<file path="src/rtl/uart_tx_serializer.sv">
// UART transmit serializer: start bit, LSB-first data, optional parity, one stop bit.
// Define UART_TX_PARITY_EN to add the PAR_EN/PAR_TYP ports and the PARITY state.
module uart_tx_serializer #(
  parameter int DATA_WIDTH = 8
) (
  input  logic                  clk,
  input  logic                  rst,
  input  logic [DATA_WIDTH-1:0] P_DATA,
  input  logic                  Data_Valid,
`ifdef UART_TX_PARITY_EN
  input  logic                  PAR_EN,
  input  logic                  PAR_TYP,
`endif
  input  logic [5:0]            Prescale,
  output logic                  TX_OUT,
  output logic                  busy
);

  localparam int IDX_W = (DATA_WIDTH > 1) ? $clog2(DATA_WIDTH) : 1;

  typedef enum logic [2:0] {
    IDLE,
    START,
    DATA,
`ifdef UART_TX_PARITY_EN
    PARITY,
`endif
    STOP
  } state_e;

  state_e                state_q, state_d;
  logic [4:0]            edge_count_q, edge_count_d;
  logic [4:0]            prescale_m1_q, prescale_m1_d;
  logic [IDX_W-1:0]      bit_idx_q, bit_idx_d;
  logic [DATA_WIDTH-1:0] data_q, data_d;
  logic                  tx_q, tx_d;
  logic                  busy_q, busy_d;
`ifdef UART_TX_PARITY_EN
  logic                  par_en_q, par_en_d;
  logic                  par_typ_q, par_typ_d;
`endif

  logic [4:0]       prescale_m1_in;
  logic             bit_done;
  logic             last_data_bit;
  logic [IDX_W-1:0] next_idx;
  logic             load_frame;

  // Only 8 and 16 are honoured as-is; every other setting runs at 32 clocks per bit.
  always_comb begin
    case (Prescale)
      6'd8:    prescale_m1_in = 5'd7;
      6'd16:   prescale_m1_in = 5'd15;
      default: prescale_m1_in = 5'd31;
    endcase
  end

  assign bit_done      = (edge_count_q == prescale_m1_q);
  assign last_data_bit = (bit_idx_q == IDX_W'(DATA_WIDTH - 1));
  assign next_idx      = bit_idx_q + IDX_W'(1);

  always_comb begin
    // NOTE: every _d gets a default before the case so no path can infer a latch.
    state_d       = state_q;
    prescale_m1_d = prescale_m1_q;
    bit_idx_d     = bit_idx_q;
    data_d        = data_q;
    tx_d          = tx_q;
    busy_d        = busy_q;
`ifdef UART_TX_PARITY_EN
    par_en_d      = par_en_q;
    par_typ_d     = par_typ_q;
`endif
    load_frame    = 1'b0;

    edge_count_d = (state_q == IDLE || bit_done) ? 5'd0 : edge_count_q + 5'd1;

    case (state_q)
      IDLE: begin
        if (Data_Valid) load_frame = 1'b1;
      end
      START: begin
        if (bit_done) begin
          state_d   = DATA;
          bit_idx_d = '0;
          tx_d      = data_q[0];
        end
      end
      DATA: begin
        if (bit_done) begin
          if (!last_data_bit) begin
            bit_idx_d = next_idx;
            tx_d      = data_q[next_idx];
          end else begin
`ifdef UART_TX_PARITY_EN
            if (par_en_q) begin
              state_d = PARITY;
              tx_d    = (^data_q) ^ par_typ_q;
            end else begin
              state_d = STOP;
              tx_d    = 1'b1;
            end
`else
            state_d = STOP;
            tx_d    = 1'b1;
`endif
          end
        end
      end
`ifdef UART_TX_PARITY_EN
      PARITY: begin
        if (bit_done) begin
          state_d = STOP;
          tx_d    = 1'b1;
        end
      end
`endif
      STOP: begin
        // A request landing on the final stop edge chains the next frame with no idle gap.
        if (bit_done) begin
          if (Data_Valid) begin
            load_frame = 1'b1;
          end else begin
            state_d = IDLE;
            tx_d    = 1'b1;
            busy_d  = 1'b0;
          end
        end
      end
      default: begin
        state_d = IDLE;
        tx_d    = 1'b1;
        busy_d  = 1'b0;
      end
    endcase

    if (load_frame) begin
      state_d       = START;
      data_d        = P_DATA;
      prescale_m1_d = prescale_m1_in;
      edge_count_d  = 5'd0;
      bit_idx_d     = '0;
      tx_d          = 1'b0;
      busy_d        = 1'b1;
`ifdef UART_TX_PARITY_EN
      par_en_d      = PAR_EN;
      par_typ_d     = PAR_TYP;
`endif
    end
  end

  // NOTE: state is updated with non-blocking assignments so all flops sample the same edge.
  always_ff @(posedge clk or posedge rst) begin
    if (rst) begin
      state_q       <= IDLE;
      edge_count_q  <= 5'd0;
      prescale_m1_q <= 5'd0;
      bit_idx_q     <= '0;
      data_q        <= '0;
      tx_q          <= 1'b1;
      busy_q        <= 1'b0;
`ifdef UART_TX_PARITY_EN
      par_en_q      <= 1'b0;
      par_typ_q     <= 1'b0;
`endif
    end else begin
      state_q       <= state_d;
      edge_count_q  <= edge_count_d;
      prescale_m1_q <= prescale_m1_d;
      bit_idx_q     <= bit_idx_d;
      data_q        <= data_d;
      tx_q          <= tx_d;
      busy_q        <= busy_d;
`ifdef UART_TX_PARITY_EN
      par_en_q      <= par_en_d;
      par_typ_q     <= par_typ_d;
`endif
    end
  end

  assign TX_OUT = tx_q;
  assign busy   = busy_q;

endmodule
</file>
<file path="config.mk">
export PLATFORM = sky130hd
export DESIGN_NAME = uart_tx_serializer
export DESIGN_NICKNAME = d
export VERILOG_FILES = /design/src/rtl/uart_tx_serializer.sv
export SDC_FILE = /design/constraint.sdc
export NUM_CORES = 1
export LEC_CHECK = 0
export ABC_AREA = 1
export BUFFER_PORTS_ARGS = -buffer_cell sky130_fd_sc_hd__buf_4
export CAP_MARGIN = 10
export CORE_AREA = 2 2 55 57
export CTS_CLUSTER_DIAMETER = 200
export DETAILED_ROUTE_END_ITERATION = 16
export DIE_AREA = 0 0 57 59
export HOLD_SLACK_MARGIN = 0.15
export PLACE_DENSITY = 0.69
export SYNTH_ARGS = -nofsm -noshare
export SYNTH_HDL_FRONTEND = slang
export SYNTH_SLANG_ARGS = --single-unit
export TNS_END_PERCENT = 50
</file>
<file path="constraint.sdc">
create_clock -name clk -period 2.4 [get_ports clk]
set_input_delay 0.24 -clock clk [delete_from_list [all_inputs] [get_ports clk]]
set_output_delay 0.24 -clock clk [all_outputs]
set_load 0.02 [all_outputs]
</file>
After elaboration in Yosys (flattened, before gate mapping):

Index checks and enable logic that the tools add are counted.

* add/subtract/negate cells: 2
* order comparisons: 1
* equality and inequality tests: 15
* mux-type cells: 31
* reductions and logical operators: 8

Operators by type and width (count)
* 2-to-1 mux 3 bit: 10
* inequality test 3 bit (second input constant): 6
* 2-to-1 mux 1 bit: 12
* case mux 3 bit (4 select lines): 1
* 2-to-1 mux 5 bit: 2
* case mux 5 bit (2 select lines): 1
* equality test 3 x 2 -> 1 bit (second input constant): 2
* equality test 6 x 4 -> 1 bit (second input constant): 1
* equality test 6 x 5 -> 1 bit (second input constant): 1
* case mux 3 bit (2 select lines): 1
* AND reduction 6 bit: 1
* adder 5 x 1 -> 5 bit (second input constant): 1
* equality test 5 bit: 1
* AND reduction 5 bit: 1
* < comparator 3 x 4 -> 1 bit (second input constant): 1
* case mux 1 bit (2 select lines): 2
* case mux 1 bit (4 select lines): 1
* AND reduction 4 bit: 1
* adder 3 x 1 -> 3 bit (second input constant): 1
* binary-select mux 1 bit (select 3 bit): 1
* equality test 3 x 1 -> 1 bit (second input constant): 1
* equality test 3 bit (second input constant): 1
* logical NOT 3 bit: 1
* AND reduction 3 bit: 1
* other kinds (5): 5

* bits in registers: 26
* input port bits: 17
* output and inout bits: 2
* word-level logic and storage cells: 64

Logic depth before layout (Yosys ltp):

Gate-level depths: netlist of the first run.

* word-level depth: 7
* depth in mapped cells: 11
* gate-level depth less buffers: 11

Least setup slack after synthesis of the first run:

No wires, ideal clock.

* path type: register to register
* start point: reg state_q[0]
* end point: reg prescale_m1_q[4]
* setup time: 135 ps
* arrival time: 1394 ps
* setup slack: 871 ps
* stages on the path, launching flop included: 10
* cells stage by stage: dfrtp_1 > inv_1 > ha_1 > nor2_1 > o21ai_0 > inv_1 > nand2_4 > inv_4 > buf_12 > o22ai_1

* cells in the longest elaborated chain, start to end: 2
* elaborated cells on any way between the ends: 3
* those cells by class: eq/ne: 1; mux: 1; reduce/logical: 1

Ends and longest elaborated chain
* start, declared: RTL line 31 `state_e state_q, state_d;`
* start signal, assigned: RTL line 167 `state_q <= state_d;`
* equality test 3 x 2 -> 1 bit / logical NOT 3 bit (equally long branches): RTL line 78 `case (state_q)`
* case mux 1 bit (2 select lines) (*): RTL line 78
* end signal, assigned: RTL line 169 `prescale_m1_q <= prescale_m1_d;`
* end, declared: RTL line 33 `logic [4:0] prescale_m1_q, prescale_m1_d;`

Every way passes the cells marked *; elsewhere a longest branch is shown, timed or not.
A chain may end at the register's enable or synchronous reset.

Worst setup path in the final report of the first run:

* start point: reg state_q[0]
* end point: reg bit_idx_q[1]

* cells in the longest elaborated chain, start to end: 4
* elaborated cells on any way between the ends: 12
* those cells by class: eq/ne: 6; mux: 3; reduce/logical: 3

Ends and longest elaborated chain
* equality test 3 x 2 -> 1 bit / logical NOT 3 bit (equally long branches): RTL line 78
* case mux 1 bit (2 select lines): RTL line 78
* inequality test 3 bit (no line) / nonzero test 3 bit (equally long branches)
* AND reduction 4 bit (no line)
* end signal, assigned: RTL line 170 `bit_idx_q <= bit_idx_d;`
* end, declared: RTL line 34 `logic [IDX_W-1:0] bit_idx_q, bit_idx_d;`

Parallel ways exist; a longest one is shown, timed or not.

==> results.json, run 1 <==
{
  "drc": 0,
  "ctsResizeCount": 0,
  "maxSlewHeadroom": 0.425,
  "hpwl_mm": 1.78,
  "synth_fp_nets": 191,
  "num_rows": 19,
  "max_cap_viol_count": 0,
  "nets": 221,
  "power_w": 0.00150,
  "rsz0062_at_grt": "no",
  "cts_hold_buf": 9,
  "drt_iter0_drc": 32,
  "internal-power_w": 0.000872,
  "ys_seq_area_frac": 0.431,
  "worstReg2RegStart": "state_q[0]",
  "powerDensity_nw_per_um2": 941,
  "synth_edf_count": 0,
  "path_class": "flop to flop",
  "fin_worst_skew_ps": 1.86,
  "min_path_type": "input pin to flop",
  "swShare": 0.420,
  "final_cell_mix": "nand2_1 (54), dfrtp_1 (22), inv_1 (18), buf_4 (18), nor2_1 (12)",
  "critPathLaunch": "state_q[0]",
  "die_area_sq_um": 3360,
  "grt_pass1_vias": 1093,
  "setup_viol": 0,
  "grt_usage": 0.170,
  "htreeDepth": 1,
  "die_h_um": 59,
  "setup_tns_ps": 0,
  "layout_commonest_cell": "nand2_1",
  "cp-start-kind": "flop",
  "fmax_ghz": 0.546,
  "ys_ff_latch": 23,
  "synthFlopType": "dfrtp_1",
  "cts_setup_buffers": 0,
  "leakage_nw": 0.850,
  "ios": 19,
  "final_antenna_net_count": 0,
  "firstDrtPassIters": 4,
  "dr_total_vias": 1076,
  "synthArstFlopShare": 1.00,
  "grt_pass1_wl_mm": 4.49,
  "vias_per_cell": 4.76,
  "endpoint_kind": "flop",
  "place_congestion": 0.771,
  "io_buffer_count": 18,
  "fin_hold_ws_ps": 219,
  "antenna_found_initial": 0,
  "totalWireLength_mm": 2.42,
  "n_antenna_cell": 0,
  "arrival_ps": 2040,
  "critPathRequiredTime_ps": 2600,
  "cts_buffers": 3,
  "syn_to_final_growth_pct": 19.5,
  "syn_area_per_cell_sq_um": 8.06,
  "nFillCells": 243,
  "cts_tree": "yes",
  "status": "finished clean",
  "final.period_utilization": 0.764,
  "detail_route.wl_per_cell_um": 10.7,
  "register_area_sq_um": 577,
  "pwr-share-seq": 0.408,
  "slew_violations": 0,
  "layout-drive-gt1-share": 0.221,
  "clk_path_buf_depth": 2,
  "switchingPower_w": 0.000631,
  "min_period_ps": 1830,
  "syn_inst": 166,
  "die_w_um": 57,
  "grt.overflow.total": 0,
  "combPwrFrac": 0.474,
  "grt_max_degree": 24,
  "clk_latency_ps": 300,
  "ys_warn_count": 0,
  "synth_area_sq_um": 1340,
  "max-vdd-ir-drop_mv": 0.588,
  "yosys.cell_types.count": 25,
  "min-delay-start": "Prescale[3]",
  "hold_viol": 0,
  "core-area_sq_um": 2710,
  "tightest_slew_ps": 862,
  "multi_input_area_sq_um": 644,
  "p_clk_frac": 0.118,
  "numClockSinks": 23,
  "clkSlewWorstSetupHoldPaths_ps": 130,
  "start_util": 0.494,
  "crit_fanout": 16,
  "root_buffer": "clkbuf_4"
}
metrics by stage:
step / std cells / utilization / worst slack, ps / instance area, sq um
after CTS: 226 / 0.590 / 549 / 1600
after floorplan: 166 / - / 871 / 1340
after detailed placement: 213 / 0.546 / 571 / 1480
after global placement: 213 / 0.546 / 680 / 1480
after global routing: 226 / 0.590 / 352 / 1600
final: 226 / 0.590 / 567 / 1600
synthesized netlist by cell type (2+ instances only):
| cell | n | area share |
|---|---|---|
| nand2_1 | 54 | 0.15 |
| nand2_2 | 10 | 0.047 |
| dfrtp_1 | 22 | 0.41 |
| xor2_1 | 2 | 0.013 |
| inv_1 | 18 | 0.051 |
| inv_2 | 3 | 0.0084 |
| o21ai_1 | 6 | 0.022 |
| nand2_4 | 3 | 0.025 |
| nand4_1 | 3 | 0.014 |
| ha_1 | 8 | 0.075 |
| nand3_1 | 11 | 0.041 |
| o21ai_0 | 2 | 0.0075 |
| nor2_1 | 12 | 0.034 |
routing by layer:
layer	vias to the layer above	share of wire	wire (um)	track usage
li1	574	-	-	-
met1	481	0.47	1130	0.210
met2	19	0.50	1210	0.307
met3	2	0.029	71	0.0284
met4	0	0.0050	12	0.0465
met5	-	0	0	0
final cells by class:
class	instances	share of cell area
multi-input cells	119	0.403
clock buffers	3	0.0141
repair buffers	27	0.141
inverters	22	0.0532
well taps	31	0.0243
clock inverters	1	0.00313
flip-flops and latches	23	0.361
kinds of logic (layout without fill, tap and decap cells):
logic type / Yosys count / after routing / share of synthesized area
simple gates: 99 / 99 / 0.354
fa+ha+maj: 8 / 8 / 0.0748
flops: 23 / 23 / 0.431
buf+inv: 24 / 53 / 0.0870
xor+xnor: 2 / 2 / 0.0131
compound gates: 10 / 10 / 0.0402
path summary, 6_finish.rpt:
| path | to | slack, ps | cells past startpoint |
|---|---|---|---|
| setup / recovery | bit_idx_q[1] | 570 | 10 |
| hold / removal | prescale_m1_q[4] | 220 | 3 |
| setup reg to reg | bit_idx_q[1] | 570 | 10 |
| hold reg to reg | TX_OUT | 480 | 2 |
| max in group asynchronous | edge_count_q[0] | 1210 | 3 |
| min in group asynchronous | data_q[7] | 670 | 3 |
power groups by stage:
stage               combinational, W  clock [W]  sequential (W)
floorplan                   0.000575          0        0.000624
global placement            0.000694          0        0.000618
detailed placement          0.000705          0        0.000624
CTS                         0.000722   0.000187        0.000615
global route                0.000829   0.000210        0.000635
finish                      0.000713   0.000178        0.000613
critical path, stage by stage, from the launching register on:
cell and delay [ps]:
dfrtp_1 440, inv_1 90, ha_1 340, nor2_1 100, o21ai_0 100, inv_1 110, nand2_4 140, inv_4 190
nor2_1 90, nand2_1 60, o21ai_1 60
flip-flops by register name, summed over array words and instances (netlist names):
signal	cells
TX_OUT	1
bit_idx_q	3
busy	1
data_q	8
edge_count_q	5
prescale_m1_q	3
state_q	2
Power figures use the tool's default switching activity.
==> inputs of run 2 (changes only) <==
Clock period 2.4 ns to 1.9 ns, I/O delays scaled along.
==> run 2 against run 1 <==
Against the previous run:
- critical path depth is the same
- worst setup slack lost 380 ps
- design area grew 2.0%
- fmax grew 7.2%
- register-to-register slack lost 380 ps
- global-route usage grew 1.3 points
- combinational power grew 29%
- die area is the same
==> results.json, run 2 (same netlist as run 1, synthesis figures left out) <==
{
  "powerDensity_nw_per_um2": 1190,
  "n_antenna_cell": 0,
  "numClockSinks": 23,
  "layout_commonest_cell": "nand2_1",
  "drc": 0,
  "grt_pass1_wl_mm": 4.81,
  "cts_setup_buffers": 0,
  "min_path_type": "input pin to flop",
  "start_util": 0.494,
  "critPathRequiredTime_ps": 2110,
  "firstDrtPassIters": 4,
  "final_cell_mix": "nand2_1 (54), dfrtp_1 (20), buf_4 (20)",
  "endpoint_kind": "flop",
  "hpwl_mm": 1.90,
  "final.period_utilization": 0.899,
  "core-area_sq_um": 2710,
  "crit_fanout": 12,
  "largest_reg_flops": 8,
  "cts_buffers": 3,
  "die_area_sq_um": 3360,
  "min_period_ps": 1710,
  "max-vdd-ir-drop_mv": 0.667,
  "arrival_ps": 1920,
  "antenna_found_initial": 0,
  "grt_pass1_vias": 1159,
  "cts_tree": "yes",
  "status": "finished clean",
  "fin_area_sq_um": 1630,
  "cp-start-kind": "flop",
  "io_buffer_count": 18,
  "fin_worst_skew_ps": 6.29,
  "maxSlewHeadroom": 0.806,
  "postPlaceCellArea_sq_um": 1500,
  "hold_viol": 0,
  "slew_violations": 0,
  "vias_per_cell": 4.86,
  "top_register": "data_q",
  "totalWireLength_mm": 2.57,
  "reg.largest.list": "data_q: 8 flops, edge_count_q: 5 flops",
  "setup_tns_ps": 0,
  "grt_usage": 0.182,
  "drt_iter0_drc": 39,
  "place_congestion": 0.821,
  "tightest_slew_ps": 291,
  "clk_latency_ps": 310,
  "max_cap_viol_count": 0,
  "grt.overflow.total": 0,
  "rsz0062_at_grt": "no",
  "layout-drive-gt1-share": 0.242,
  "path_class": "flop to flop",
  "clk_path_buf_depth": 2,
  "die_h_um": 59,
  "ios": 19,
  "detail_route.wl_per_cell_um": 11.2,
  "num_rows": 19,
  "die_w_um": 57,
  "nets": 224,
  "root_buffer": "clkbuf_4",
  "setup_viol": 0,
  "clkSlewWorstSetupHoldPaths_ps": 140,
  "fmax_ghz": 0.585,
  "dr_total_vias": 1113,
  "grt_max_degree": 24,
  "leakage_nw": 0.861,
  "final_antenna_net_count": 0,
  "htreeDepth": 1,
  "syn_to_final_growth_pct": 21.9
}
run 2: changes by cell type in the layout (fill, tap and decap cells not counted), sizes merged:
cell and change:
dlygate4sd3 +1, buf +2
run 2: final cells by class:
class,instances,area [sq um]
fill,245,1080
multi-input combinational,119,647
sequential,23,579
timing repair buffer,30,250
inverter,22,87.6
tap,31,38.8
clock buffer,3,22.5
clock inverter,1,5.00
run 2: path summary, 6_finish.rpt:
| kind | start | to | slack (ps) | cells past startpoint |
|---|---|---|---|---|
| worst min-delay path | Prescale[2] | prescale_m1_q[4] | 170 | 3 |
| worst max register to register | state_q[0] | bit_idx_q[0] | 190 | 10 |
| worst min register to register | TX_OUT | TX_OUT | 480 | 2 |
| min in group asynchronous | rst | data_q[6] | 470 | 4 |
| max in group asynchronous | rst | TX_OUT | 1160 | 4 |
| worst max-delay path | state_q[0] | bit_idx_q[0] | 190 | 10 |
run 2: timing repair:
action                                  in CTS  in global routing
endpoints found under the setup margin       0                  5
hold buffers                                10                  0
endpoints found under the hold margin       31                  0
gates resized for setup                      0                  4
run 2: report_power, final:
group          leakage, nW  switching (W)  internal (W)  total, W
combinational        0.557       0.000549      0.000372  0.000921
sequential           0.285       0.000110      0.000669  0.000779
clock               0.0177       0.000157     0.0000786  0.000236
run 2: worst max-delay path, stage by stage, from the launching register on:
cell	delay [ps]
dfrtp_2	430
inv_1	80
ha_1	330
nor2_1	100
o21ai_0	110
inv_1	120
nand2_4	110
inv_6	140
nor2_2	60
nand2_1	60
o21ai_1	60
run 2: metrics by stage:
stage	instances	worst slack, ps	hold slack, ps	utilization	power [W]
final	229	191	165	0.602	0.00194
after global routing	229	1.27	202	0.602	0.00214
after CTS	229	90.8	150	0.599	0.00195
after detailed placement	215	108	257	0.552	0.00170
after global placement	215	243	251	0.552	0.00167
after floorplan	166	371	191	-	0.00151
run 2: routing by layer:
layer / part of all wire / global-route usage / vias to the layer above
li1: - / - / 581
met1: 0.43 / 0.212 / 512
met2: 0.53 / 0.343 / 14
met3: 0.021 / 0.0218 / 6
met4: 0.021 / 0.0698 / 0
met5: 0 / 0 / -
